[src/rtl/punct_sched_if.sv]
// punct_sched_if: scheduler <-> encoder / matcher / interleaver handshake bundle.
// master = scheduler side (drives run and cr), slave = datapath side.
interface punct_sched_if;
  // Handshake: a pair advances on every cycle with run high. The scheduler raises
  // run only inside a symbol and only while src_ready and dn_ready are both high.
  // pm_valid marks a run cycle on which the matcher emitted a coded pair.
  // pm_valid carries no meaning on cycles where run is low.
  logic       src_ready;
  logic       dn_ready;
  logic       pm_valid;
  logic       run;
  logic [1:0] cr;

  modport master (input src_ready, dn_ready, pm_valid, output run, cr);
  modport slave  (output src_ready, dn_ready, pm_valid, input run, cr);
endinterface

[src/rtl/punct_sched.sv]
// punct_sched: sequences the 802.11a Tx puncturer through SIGNAL then N DATA symbols.
// Build macro PUNCT_ALIGN_CHECK_EN enables the per-symbol NDBPS alignment check on align_err.
module punct_sched #(
  parameter int NSYM_W    = 10,
  parameter int SIG_PAIRS = 24
) (
  input  logic              clk,
  input  logic              rst,
  input  logic              start,
  input  logic [3:0]        rate,
  input  logic [NSYM_W-1:0] n_sym,
  punct_sched_if.master     pm,
  output logic              field,
  output logic              sym_start,
  output logic              sym_end,
  output logic [NSYM_W-1:0] sym_idx,
  output logic              busy,
  output logic              done,
  output logic              rate_err,
  output logic              align_err,
  output logic [1:0]        state_dbg
);

  typedef enum logic [1:0] {S_IDLE = 2'd0, S_SIG = 2'd1, S_DATA = 2'd2, S_DONE = 2'd3} state_t;

  function automatic logic rate_ok(input logic [3:0] r);
    case (r)
      4'b1101, 4'b1111, 4'b0101, 4'b0111,
      4'b1001, 4'b1011, 4'b0001, 4'b0011: rate_ok = 1'b1;
      default:                            rate_ok = 1'b0;
    endcase
  endfunction

  function automatic logic [1:0] rate_cr(input logic [3:0] r);
    case (r)
      4'b0001:                            rate_cr = 2'b01;
      4'b1111, 4'b0111, 4'b1011, 4'b0011: rate_cr = 2'b10;
      default:                            rate_cr = 2'b00;
    endcase
  endfunction

  function automatic logic [7:0] rate_pairs(input logic [3:0] r);
    case (r)
      4'b1101, 4'b1111: rate_pairs = 8'd24;
      4'b0101, 4'b0111: rate_pairs = 8'd48;
      4'b1001, 4'b1011: rate_pairs = 8'd96;
      4'b0001, 4'b0011: rate_pairs = 8'd144;
      default:          rate_pairs = 8'd24;
    endcase
  endfunction

  state_t            state_q, state_d;
  logic [3:0]        rate_q;
  logic [NSYM_W-1:0] n_sym_q;
  logic [7:0]        pair_cnt;
  logic              first_flag;
  logic [1:0]        cr_q;
  logic              run_c;
  logic              start_acc;
  logic              last_sym;
  logic [7:0]        term_c;

  always_comb begin
    state_d   = state_q;
    run_c     = 1'b0;
    sym_start = 1'b0;
    sym_end   = 1'b0;
    done      = 1'b0;
    start_acc = 1'b0;
    term_c    = (state_q == S_SIG) ? 8'(SIG_PAIRS - 1) : (rate_pairs(rate_q) - 8'd1);
    last_sym  = (state_q == S_SIG) ? (n_sym_q == '0) : (sym_idx == n_sym_q - NSYM_W'(1));
    case (state_q)
      S_IDLE: begin
        start_acc = start & rate_ok(rate);
        if (start_acc) state_d = S_SIG;
      end
      S_SIG, S_DATA: begin
        run_c     = pm.src_ready & pm.dn_ready;
        sym_start = run_c & first_flag & (pair_cnt == 8'd0);
        sym_end   = run_c & pm.pm_valid & (pair_cnt == term_c);
        if (sym_end) state_d = last_sym ? S_DONE : S_DATA;
      end
      S_DONE: begin
        done    = 1'b1;
        state_d = S_IDLE;
      end
      default: state_d = S_IDLE;
    endcase
  end

  always_ff @(posedge clk) begin
    if (rst) state_q <= S_IDLE;
    else     state_q <= state_d;
  end

  always_ff @(posedge clk) begin
    if (rst) begin
      rate_q     <= 4'd0;
      n_sym_q    <= '0;
      pair_cnt   <= 8'd0;
      first_flag <= 1'b0;
      cr_q       <= 2'b00;
      field      <= 1'b0;
      sym_idx    <= '0;
      busy       <= 1'b0;
      rate_err   <= 1'b0;
    end else begin
      rate_err <= 1'b0;
      case (state_q)
        S_IDLE: begin
          if (start_acc) begin
            rate_q     <= rate;
            n_sym_q    <= n_sym;
            cr_q       <= 2'b00;
            field      <= 1'b0;
            sym_idx    <= '0;
            pair_cnt   <= 8'd0;
            first_flag <= 1'b1;
            busy       <= 1'b1;
          end else if (start) begin
            rate_err <= 1'b1;
          end
        end
        S_SIG, S_DATA: begin
          if (run_c) begin
            first_flag <= sym_end;
            if (pm.pm_valid) pair_cnt <= sym_end ? 8'd0 : pair_cnt + 8'd1;
            // cr moves only here, so the matcher sees a new rate exactly at a symbol edge
            if (sym_end && !last_sym) begin
              if (state_q == S_SIG) begin
                field   <= 1'b1;
                cr_q    <= rate_cr(rate_q);
                sym_idx <= '0;
              end else begin
                sym_idx <= sym_idx + NSYM_W'(1);
              end
            end
          end
        end
        S_DONE: begin
          busy  <= 1'b0;
          field <= 1'b0;
          cr_q  <= 2'b00;
        end
        default: ;
      endcase
    end
  end

`ifdef PUNCT_ALIGN_CHECK_EN
  function automatic logic [7:0] rate_ndbps(input logic [3:0] r);
    case (r)
      4'b1101: rate_ndbps = 8'd24;
      4'b1111: rate_ndbps = 8'd36;
      4'b0101: rate_ndbps = 8'd48;
      4'b0111: rate_ndbps = 8'd72;
      4'b1001: rate_ndbps = 8'd96;
      4'b1011: rate_ndbps = 8'd144;
      4'b0001: rate_ndbps = 8'd192;
      4'b0011: rate_ndbps = 8'd216;
      default: rate_ndbps = 8'd24;
    endcase
  endfunction

  logic [7:0] info_cnt;
  logic [8:0] ndbps_exp;
  logic       align_q;

  // SIGNAL always carries 24 data bits regardless of the frame rate
  always_comb ndbps_exp = (state_q == S_SIG) ? 9'd24 : {1'b0, rate_ndbps(rate_q)};

  always_ff @(posedge clk) begin
    if (rst) begin
      info_cnt <= 8'd0;
      align_q  <= 1'b0;
    end else if (start_acc) begin
      info_cnt <= 8'd0;
      align_q  <= 1'b0;
    end else if (run_c) begin
      if (sym_end) begin
        info_cnt <= 8'd0;
        if (({1'b0, info_cnt} + 9'd1) != ndbps_exp) align_q <= 1'b1;
      end else begin
        info_cnt <= info_cnt + 8'd1;
      end
    end
  end

  assign align_err = align_q;
`else
  assign align_err = 1'b0;
`endif

  assign pm.run    = run_c;
  assign pm.cr     = cr_q;
  assign state_dbg = state_q;

endmodule

[src/flat_wrapper.sv]
// flat-port wrapper written by rule: the top's interface ports become plain ports
module punct_sched_flat 
#(
  parameter int NSYM_W    = 10,
  parameter int SIG_PAIRS = 24
)
  (clk, rst, start, rate, n_sym, field, sym_start, sym_end, sym_idx, busy, done, rate_err, align_err, state_dbg, pm_src_ready, pm_dn_ready, pm_pm_valid, pm_run, pm_cr);
  punct_sched_if pm_i ();
  input  logic clk;
  input  logic rst;
  input  logic start;
  input  logic [3:0] rate;
  input  logic [NSYM_W-1:0] n_sym;
  output logic field;
  output logic sym_start;
  output logic sym_end;
  output logic [NSYM_W-1:0] sym_idx;
  output logic busy;
  output logic done;
  output logic rate_err;
  output logic align_err;
  output logic [1:0] state_dbg;
  input wire logic [$bits(pm_i.src_ready)-1:0] pm_src_ready;
  input wire logic [$bits(pm_i.dn_ready)-1:0] pm_dn_ready;
  input wire logic [$bits(pm_i.pm_valid)-1:0] pm_pm_valid;
  output wire logic [$bits(pm_i.run)-1:0] pm_run;
  output wire logic [$bits(pm_i.cr)-1:0] pm_cr;
  assign pm_i.src_ready = pm_src_ready;
  assign pm_i.dn_ready = pm_dn_ready;
  assign pm_i.pm_valid = pm_pm_valid;
  assign pm_run = pm_i.run;
  assign pm_cr = pm_i.cr;
  punct_sched #(.NSYM_W(NSYM_W), .SIG_PAIRS(SIG_PAIRS)) u_core (.clk(clk), .rst(rst), .start(start), .rate(rate), .n_sym(n_sym), .pm(pm_i), .field(field), .sym_start(sym_start), .sym_end(sym_end), .sym_idx(sym_idx), .busy(busy), .done(done), .rate_err(rate_err), .align_err(align_err), .state_dbg(state_dbg));
endmodule
[config.mk]
export PLATFORM = sky130hd
export DESIGN_NAME = punct_sched_flat
export DESIGN_NICKNAME = d
export VERILOG_FILES = /design/src/rtl/punct_sched_if.sv /design/src/rtl/punct_sched.sv /design/src/flat_wrapper.sv
export SDC_FILE = /design/constraint.sdc
export NUM_CORES = 1
export LEC_CHECK = 0
export CORE_MARGIN = 2
export CORE_UTILIZATION = 54
export CTS_CLUSTER_SIZE = 10
export DETAILED_ROUTE_END_ITERATION = 10
export PLACE_DENSITY_LB_ADDON = 0.15
export SYNTH_ARGS = -nofsm -noshare
export SYNTH_HDL_FRONTEND = slang
export SYNTH_SLANG_ARGS = --single-unit
[constraint.sdc]
create_clock -name clk -period 3 [get_ports clk]
set_clock_uncertainty 0.1 [all_clocks]
set_input_delay 0.45 -clock clk [delete_from_list [all_inputs] [get_ports clk]]
set_output_delay 0.45 -clock clk [all_outputs]
set_load 0.02 [all_outputs]
; ---- Yosys cells after proc, flatten, opt, wreduce, memory -nomap -nowiden
; Memory sizes are Yosys's and may differ from the RTL's. A register that Yosys moved wholly into a read port is not among the register bits.
; Cells that the tools add are included.
[word_totals]
ff_bits = 40
latchBits = 0
mem_bits_rw = 0
romBits = 96
in_bits = 20
out_inout_bits = 22
mem_count = 2
[op_classes]
n_addsub = 4
multipliers = 0
div_mod_pow = 0
magnitude_cmp = 0
n_eq_ne = 17
shifts = 0
mux = 40
n_bitwise = 7
n_reduce_logical = 17
[memory_table]
columns = memory, words, width, rd, rd_ports_with_merged_regs, write_ports, line_no
row1 = (no name shown), 16, 5, 1, 1, 0, punct_sched.sv:43  ; case (r)
row2 = (no name shown), 16, 1, 1, 0, 0, punct_sched.sv:27  ; case (r)
[op_table]
columns = cell, count
row1 = $mux W10, 4
row2 = $mux W8, 5
row3 = $pmux W10 S2, 1
row4 = $pmux W8 S2, 1
row5 = $mux W1, 15
row6 = $mux W2, 6
row7 = $pmux W2 S3, 2
row8 = $reduce_and A4 Y1, 3
row9 = $add A10 B1 Y10 const B, 1
row10 = $eq A10 B10 Y1, 1
row11 = $logic_not A10 Y1, 1
row12 = $ne A2 B1 Y1 const B, 5
row13 = $sub A10 B1 Y10 const B, 1
row14 = $add A8 B1 Y8 const B, 1
row15 = $eq A4 B4 Y1 const B, 2
row16 = $eq A8 B8 Y1, 1
row17 = $logic_not A8 Y1, 1
row18 = $mux W4, 2
row19 = $sub A8 B1 Y8 const B, 1
row20 = $and A1 B1 Y1, 6
row21 = $reduce_and A2 Y1, 3
row22 = $eq A2 B2 Y1 const B, 2
row23 = $eq A4 B1 Y1 const B, 1
row24 = $eq A4 B2 Y1 const B, 1
row25 = 15 further kinds, 18

; ---- Logic depth before layout (Yosys ltp)
; Gate-level depths: netlist of the first run.
[logic_depth]
word_depth = 9
ltp_mapped = 12
mapped_depth_nobuf = 9

; ---- Worst setup path before layout of the first run
; Ideal clock, no wire load.
[synth_path]
kind = reg-to-reg
from = reg u_core.state_q[1] (netlist: u_core.state_dbg[1])
to = reg u_core.sym_idx[7]
setup_ns = 0.122
t_arrival_ns = 2.429
setup_slack_ns = 0.350
path_stages_with_launch = 9
n_path_buf = 0
synth_period_minus_slack_ns = 2.650
path_cell_list = dfxtp_1 > inv_1 > ha_1 > or4b_1 > a22oi_1 > nand4_1 > a211oi_2 > nor3_2 > a221o_1
[synth_via]
elab_chain_len = 8
elab_cells_between_ends = 22
classes_between = 6 x eq/ne / 9 x mux / 1 x bitwise / 6 x reduce/logical
[synth_rtl]
columns = item, line_no
row1 = "start, declared", punct_sched.sv:52  ; state_t state_q, state_d;
row2 = "start signal, assigned", punct_sched.sv:93  ; else state_q <= state_d;
row3 = $eq A2 B1 Y1, --
row4 = $mux W8, punct_sched.sv:70  ; term_c = (state_q == S_SIG) ? 8'(SIG_PAIRS - 1) : (rate_pairs(rate_q) - 8'd1);
row5 = $eq A8 B8 Y1, punct_sched.sv:80  ; sym_end = run_c & pm.pm_valid & (pair_cnt == term_c);
row6 = $and A1 B1 Y1, punct_sched.sv:80
row7 = $mux W1, punct_sched.sv:72  ; case (state_q)
row8 = $logic_and A1 B1 Y1, punct_sched.sv:129  ; if (sym_end && !last_sym) begin
row9 = $ne A2 B1 Y1 (no line), --
row10 = $reduce_and A4 Y1 (no line), --
row11 = "end signal, assigned", punct_sched.sv:135  ; sym_idx <= sym_idx + NSYM_W'(1);
row12 = "end, declared", punct_sched.sv:16  ; output logic [NSYM_W-1:0] sym_idx,
; Parallel ways exist; a longest one is shown, timed or not. The select of a mux whose other input is x is not followed.
; A chain may end at the register's enable or synchronous reset.

; ---- Worst setup path after layout of the first run
[layout_path]
from = in pm_pm_valid
to = out sym_end
[layout_via]
elab_chain_len = 3
[layout_rtl]
columns = item, line_no
row1 = "start, declared", flat_wrapper.sv:25  ; input wire logic [$bits(pm_i.pm_valid)-1:0] pm_pm_valid;
row2 = $and A1 B1 Y1 (2 in series), punct_sched.sv:80
row3 = $mux W1, punct_sched.sv:72
row4 = "end, declared", flat_wrapper.sv:16  ; output logic sym_end;
; Every way passes these cells.

==> impl_metrics.env, run 1 <==
export IMPL_cts_hold_buf=0
export IMPL_postSynth_asyncResetShare_pct=0
export IMPL_synth_edf_count=0
export IMPL_ir_drop_mv=0.223
export IMPL_setup_viol=0
export IMPL_final_util_pct=70.8
export IMPL_ys_types=60
export IMPL_fillers=436
export IMPL_fin_area_um2=3370
export IMPL_path_clk_slew_ns=0.08
export IMPL_slowest_delay_ns=0.49
export IMPL_path_common_cell="and3_1"
export IMPL_fp_dieArea_um2=5570
export IMPL_drcViolationCount=0
export IMPL_slew_limit_headroom_pct=54.7
export IMPL_clockPowerShare_pct=33.7
export IMPL_cts_inserted_buffers=5
export IMPL_ys_seq_area_share_pct=33.5
export IMPL_root_buffer="clkbuf_8"
export IMPL_grt_max_degree=23
export IMPL_p_sw_mw=0.389
export IMPL_r2r_end="u_core.sym_idx[7]$_SDFFE_PP0P_"
export IMPL_crit_path_max_fanout=2
export IMPL_hold_viol=0
export IMPL_criticalPathCategory="input port to primary output"
export IMPL_hpwl_mm=4.85
export IMPL_clockBufferDepth=2
export IMPL_io_buffers=40
export IMPL_period_needed_ns=2.83
export IMPL_multi_input_area_um2=1650
export IMPL_grt_pass1_wl_mm=10.7
export IMPL_track_usage_pct=24.7
export IMPL_io_pins=42
export IMPL_dr_pass1_iters=4
export IMPL_fmax_ghz=0.353
export IMPL_synth_seq_cells=45
export IMPL_synth_top_family_by_area="simple AND/OR/NAND/NOR gates"
export IMPL_path_buf_inv=2
export IMPL_cp_arrival_ns=2.28
export IMPL_status="finished clean"
export IMPL_end_kind="primary output"
export IMPL_synth_simple_area_share_pct=29.2
export IMPL_synth_avg_cell_area_um2=7.90
export IMPL_viasPerCell=5.66
export IMPL_worst_hold_startpoint="u_core.pm.cr[0]$_SDFFE_PP0P_"
export IMPL_synth_ff_type="dfxtp_1"
export IMPL_htreeDepth=2
export IMPL_synth_area_um2=2690
export IMPL_seqPwrFrac_pct=45.5
export IMPL_drive_gt1_share_pct=11.6
export IMPL_overflow=0
export IMPL_grt_pass1_vias=2273
export IMPL_clock_sinks=45
export IMPL_rsz0062_at_grt="false"
export IMPL_hold_end="u_core.pm.cr[0]$_SDFFE_PP0P_"
export IMPL_switching_share_pct=27.7
export IMPL_core_area_um2=4750
export IMPL_dr_total_vias=2583
export IMPL_cp_required_ns=2.45
export IMPL_worstPathCellList="clkdlybuf4s50_1, and3_1, or4b_1, a22oi_1, and3_1, and2_1, clkbuf_2"
export IMPL_cp_top_family="simple AND/OR/NAND/NOR gates"
export IMPL_pwr_share_comb_pct=20.7
export IMPL_rows=25
export IMPL_chipWidth_um=74.6
export IMPL_tritoncts="done"
export IMPL_maxCapViolCount=0
export IMPL_p_int_mw=1.02
export IMPL_hp_class="register to register"
export IMPL_worst_slew_pin_slew_ns=0.674
export IMPL_synthAdderAreaFrac_pct=4.65
export IMPL_wl_per_cell_um=14.3
export IMPL_worstSetupStartpointType="input port"
export IMPL_setup_ws_ns=0.167
export IMPL_p_leak_nw=1.34
export IMPL_reg2reg_setup_slack_ns=0.23
export IMPL_fin_cells=456
export IMPL_yosysWarningCount=0
export IMPL_nets=418
export IMPL_period_share_pct=94.4
export IMPL_placed_area_um2=3240
export IMPL_ant_nets=0
export IMPL_synth_cells=341
export IMPL_synthMuxAreaShare_pct=1.16
export IMPL_r2r_cells=11
export IMPL_place_ws_ns=-0.267
export IMPL_p_per_area_nw_per_um2=417
export IMPL_synth_compound_area_share_pct=16.9
export IMPL_place_gp_congestion=0.848
export IMPL_total_power_mw=1.41
export IMPL_diodes=0
export IMPL_clock_latency_ns=0.30
export IMPL_register_area_um2=902
export IMPL_syn_to_final_growth_pct=25.0
export IMPL_antenna_found_initial=0
export IMPL_initial_core_util_pct=56.6
export IMPL_dp_cells=448
export IMPL_holdPathStages=2
export IMPL_drtIter0Drc=290
export IMPL_tns_ns=0
export IMPL_synth_xor_area_share_pct=8.78
export IMPL_drv_slew=0
export IMPL_fp_dieH_um=74.6
export IMPL_timing_hold_ws_ns=0.379
export IMPL_syn_nets=371
export IMPL_routed_wl_mm=6.53
export IMPL_cpMaxStageDelayCell="clkdlybuf4s50_1"
cells in the final DEF (no fill, tap or decap), types with 7 or more instances in the layout:
| cell type | n |
|---|---|
| a21oi_1 | 21 |
| and3_1 | 12 |
| buf_4 | 23 |
| clkdlybuf4s50_1 | 39 |
| dfxtp_1 | 44 |
| ha_1 | 10 |
| inv_1 | 12 |
| nand2_1 | 53 |
| nand3_1 | 9 |
| nand4_1 | 7 |
| nor2_1 | 28 |
| nor3_1 | 9 |
| xnor2_1 | 13 |
| xor2_1 | 14 |
cells in the mapped netlist, types with 3 or more instances:
master | instances | area, µm²
inv_1 | 12 | 45.0
or4_1 | 3 | 22.5
nor2b_1 | 4 | 25.0
o21ai_0 | 6 | 30.0
nor3b_1 | 3 | 22.5
ha_1 | 10 | 125
and3_1 | 12 | 75.1
a21oi_1 | 21 | 105
a211oi_1 | 6 | 45.0
nor4_1 | 6 | 37.5
nor2_1 | 28 | 105
nand2_1 | 53 | 199
nand4_1 | 7 | 43.8
nor3_1 | 9 | 45.0
nand3_1 | 9 | 45.0
xnor2_1 | 13 | 114
or3_1 | 4 | 25.0
o31ai_1 | 5 | 37.5
xor2_1 | 14 | 123
a21o_1 | 4 | 30.0
dfxtp_1 | 45 | 901
clkbuf_1 | 16 | 60.1
cell type report:
class                      count  area share, %
multi-input combinational    261           49.1
sequential                    45           26.8
timing repair buffer          63           16.9
clock buffer                   7           2.56
tap                           67           2.49
inverter                      12           1.34
clock inverter                 1          0.892
power by group through the flow:
stage,registers (mW),clock network [mW],logic (mW)
finish,0.640,0.474,0.291
global route,0.642,0.504,0.317
CTS,0.639,0.480,0.286
detailed placement,0.653,0,0.284
global placement,0.652,0,0.280
floorplan,0.651,0,0.189
repair_timing:
item / in CTS / in global routing
hold endpoints to repair: 0 / 0
setup endpoints to repair: 1 / 4
resized for setup: 1 / 5
setup buffers: 0 / 0
cloned: 0 / 0
metal layers:
layer,part of all wire (%),track usage (%),up-vias
met5,0,0,-
li1,-,-,1287
met3,6.9,5.22,10
met4,1.2,6.75,0
met2,46,38.0,96
met1,46,35.3,1190
cell families (layout without fill, tap and decap cells):
kind of cell	Yosys count	in the layout
muxes	3	3
xor gates and xnor gates	27	27
buffers and inverters	35	83
other	1	1
DFF	45	45
AOI/OAI and AO/OA	67	67
adders and majority gates	10	10
and+or+nand+nor	153	153
worst register-to-register path, cell delays in order (launching register included):
cell and delay [ns]:
dfxtp_1 0.36, inv_1 0.05, ha_1 0.19, xnor2_1 0.17
or4b_1 0.49, a22oi_1 0.22, buf_4 0.14, nand4_1 0.14
a211oi_2 0.23, buf_4 0.17, nor3_2 0.06, a221o_1 0.35
worst max path at each step:
stage	from	end	slack, ns	cells past startpoint
floorplan	u_core.state_dbg[1]$_SDFFE_PP0P_	u_core.sym_idx[7]$_SDFFE_PP0P_	0.35	8
global placement	pm_pm_valid	sym_end	-0.22	7
detailed placement	pm_pm_valid	sym_end	-0.27	7
CTS	pm_pm_valid	sym_end	0.006	7
global route	u_core.n_sym_q[1]$_SDFFE_PP0P_	u_core.sym_idx[8]$_SDFFE_PP0P_	0.06	11
finish	pm_pm_valid	sym_end	0.17	7
Power figures use the tool's default switching activity.
==> run 2: changes to the inputs <==
--- a/config.mk
+++ b/config.mk
@@ -6,7 +6,7 @@
 export NUM_CORES = 1
 export LEC_CHECK = 0
 export CORE_MARGIN = 2
-export CORE_UTILIZATION = 54
+export CORE_UTILIZATION = 49
 export CTS_CLUSTER_SIZE = 10
 export DETAILED_ROUTE_END_ITERATION = 10
 export PLACE_DENSITY_LB_ADDON = 0.15
==> constraint.sdc (replaced) <==
create_clock -name clk -period 2.4 [get_ports clk]
set_clock_uncertainty 0.1 [all_clocks]
set_input_delay 0.36 -clock clk [delete_from_list [all_inputs] [get_ports clk]]
set_output_delay 0.36 -clock clk [all_outputs]
set_load 0.02 [all_outputs]
==> run 2 against run 1 <==
  * The run now ends with setup timing left
  * Clock-buffer cell count grew 1
  * First-iteration DRC count is 31% lower
  * Wire length rose by 13%
  * Sequential cell count did not move
  * Sequential share of layout area decreased by 3.2 points
  * Via count rose by 8.2%
  * Clock power increased by 3%
  * Non-clock buffer count rose by 47
  * Sequential power grew 24%
  * Power grew 24%
  * Worst setup slack worse by 0.44 ns
  * Design area increased by 15%
  * Critical path type is now input port to register
  * Largest cell class unchanged
  * Highest routed layer unchanged
==> impl_metrics.env, run 2 (synthesis results as in run 1) <==
export IMPL_hp_class="register to register"
export IMPL_fin_cells=506
export IMPL_layout_common_cells="65 x buf_4, 53 x nand2_1, 39 x dfxtp_1"
export IMPL_setup_viol=15
export IMPL_criticalPathCategory="input port to register"
export IMPL_hpwl_mm=5.45
export IMPL_chipWidth_um=78.1
export IMPL_placed_area_um2=3600
export IMPL_timing_hold_ws_ns=0.387
export IMPL_clock_sinks=45
export IMPL_antenna_found_initial=0
export IMPL_p_per_area_nw_per_um2=452
export IMPL_core_area_um2=5200
export IMPL_tritoncts="done"
export IMPL_grt_max_degree=17
export IMPL_wl_per_cell_um=14.5
export IMPL_io_pins=42
export IMPL_overflow=0
export IMPL_track_usage_pct=24.1
export IMPL_drcViolationCount=0
export IMPL_drive_gt1_share_pct=27.3
export IMPL_path_clk_slew_ns=0.08
export IMPL_worstSetupStartpointType="input port"
export IMPL_status="complete, but fails checks"
export IMPL_clock_latency_ns=0.30
export IMPL_fmax_ghz=0.374
export IMPL_fp_dieArea_um2=6100
export IMPL_root_buffer="clkbuf_8"
export IMPL_violations="setup timing"
export IMPL_rsz0062_at_grt="true"
export IMPL_drtIter0Drc=201
export IMPL_clockBufferDepth=2
export IMPL_final_common_cell="buf_4"
export IMPL_met2_length_mm=3.46
export IMPL_ant_nets=0
export IMPL_grt_pass1_wl_mm=11.9
export IMPL_ir_drop_mv=0.309
export IMPL_p_leak_nw=1.58
export IMPL_cts_inserted_buffers=5
export IMPL_slowest_delay_ns=0.50
export IMPL_dr_pass1_iters=4
export IMPL_register_area_um2=911
export IMPL_multi_input_area_um2=1790
export IMPL_total_power_mw=1.75
export IMPL_path_common_cell="buf_4"
export IMPL_path_buf_inv=4
export IMPL_setup_ws_ns=-0.272
export IMPL_period_needed_ns=2.67
export IMPL_fin_area_um2=3860
export IMPL_maxCapViolCount=0
export IMPL_cpMaxStageDelayCell="clkdlybuf4s50_1"
export IMPL_period_share_pct=111
export IMPL_place_gp_congestion=0.825
export IMPL_dr_total_vias=2794
export IMPL_fillers=413
export IMPL_place_ws_ns=-0.653
export IMPL_wl_met1_mm=3.45
export IMPL_initial_core_util_pct=51.7
export IMPL_cts_hold_buf=0
export IMPL_cp_required_ns=2.48
export IMPL_routed_wl_mm=7.36
export IMPL_dr_wl_met3_um=390
export IMPL_hold_viol=0
export IMPL_top_layer="met4"
export IMPL_cp_arrival_ns=2.75
export IMPL_grt_pass1_vias=2624
export IMPL_rows=26
export IMPL_diodes=0
export IMPL_final_util_pct=74.1
export IMPL_end_kind="register"
export IMPL_worstPathCellList="clkdlybuf4s50_1, and3_4, or4b_4, a22oi_2, buf_4, nand4_1, buf_4, buf_6, a21oi_4, mux2_4, a211oi_2"
export IMPL_cp_top_family="buffers and inverters"
export IMPL_tns_ns=-3.36
export IMPL_dp_cells=492
export IMPL_viasPerCell=5.52
export IMPL_htreeDepth=2
export IMPL_io_buffers=40
export IMPL_nets=465
export IMPL_drv_slew=0
export IMPL_syn_to_final_growth_pct=43.3
export IMPL_crit_path_max_fanout=5
export IMPL_fp_dieH_um=78.1
run 2: cell types whose count changed in the layout (fill, tap and decap cells not counted), moves of 3 or more:
cell / delta
a21oi_1: -3
o31ai_1: -3
dfxtp_1: -5
dfxtp_2: +4
buf_6: +6
inv_1: -3
inv_2: +3
buf_4: +42
run 2: final timing paths:
kind                                  start                                to  slack (ns)  depth (start not counted)
max                             pm_pm_valid  u_core.state_dbg[0]$_SDFFE_PP0P_       -0.27                         11
min          u_core.n_sym_q[4]$_SDFFE_PP0P_    u_core.n_sym_q[4]$_SDFFE_PP0P_        0.39                          2
max reg2reg                        register  u_core.state_dbg[0]$_SDFFE_PP0P_       -0.24                         12
min reg2reg  u_core.n_sym_q[4]$_SDFFE_PP0P_    u_core.n_sym_q[4]$_SDFFE_PP0P_        0.39                          2
run 2: worst reg2reg max path, delay by kind of cell, from the launching register on:
family | cells | cell delay (ns)
and+or+nand+nor | 2 | 0.65
adders and majority gates | 1 | 0.17
DFF | 1 | 0.35
AOI/OAI and AO/OA | 3 | 0.44
buffers and inverters | 4 | 0.49
xor gates and xnor gates | 1 | 0.13
muxes | 1 | 0.19
run 2: repair_timing:
action / 4_1_cts / 5_1_grt
resized for setup: 20 / 20
pin swaps: 6 / 8
cloned: 0 / 0
buffers inserted: 2 / 4
endpoints found under the setup margin: 24 / 25
run 2: layout make-up:
type                    instances  area share (%)
clock buffers                   8            2.33
inverters                      12            1.17
multi-input cells             261            46.3
flip-flops and latches         45            23.6
well taps                      70            2.27
repair buffers                110            24.4
run 2: per-layer routing:
layer,vias up,GRT usage (%)
li1,1375,-
met1,1312,32.8
met2,98,39.3
met3,9,4.02
met4,0,7.02
met5,-,0
run 2: report_power, final:
part	internal [mW]	switching, mW	leakage [nW]
logic	0.221	0.246	1.17
clock network	0.235	0.251	0.0455
registers	0.773	0.0196	0.366
total	1.23	0.517	1.58
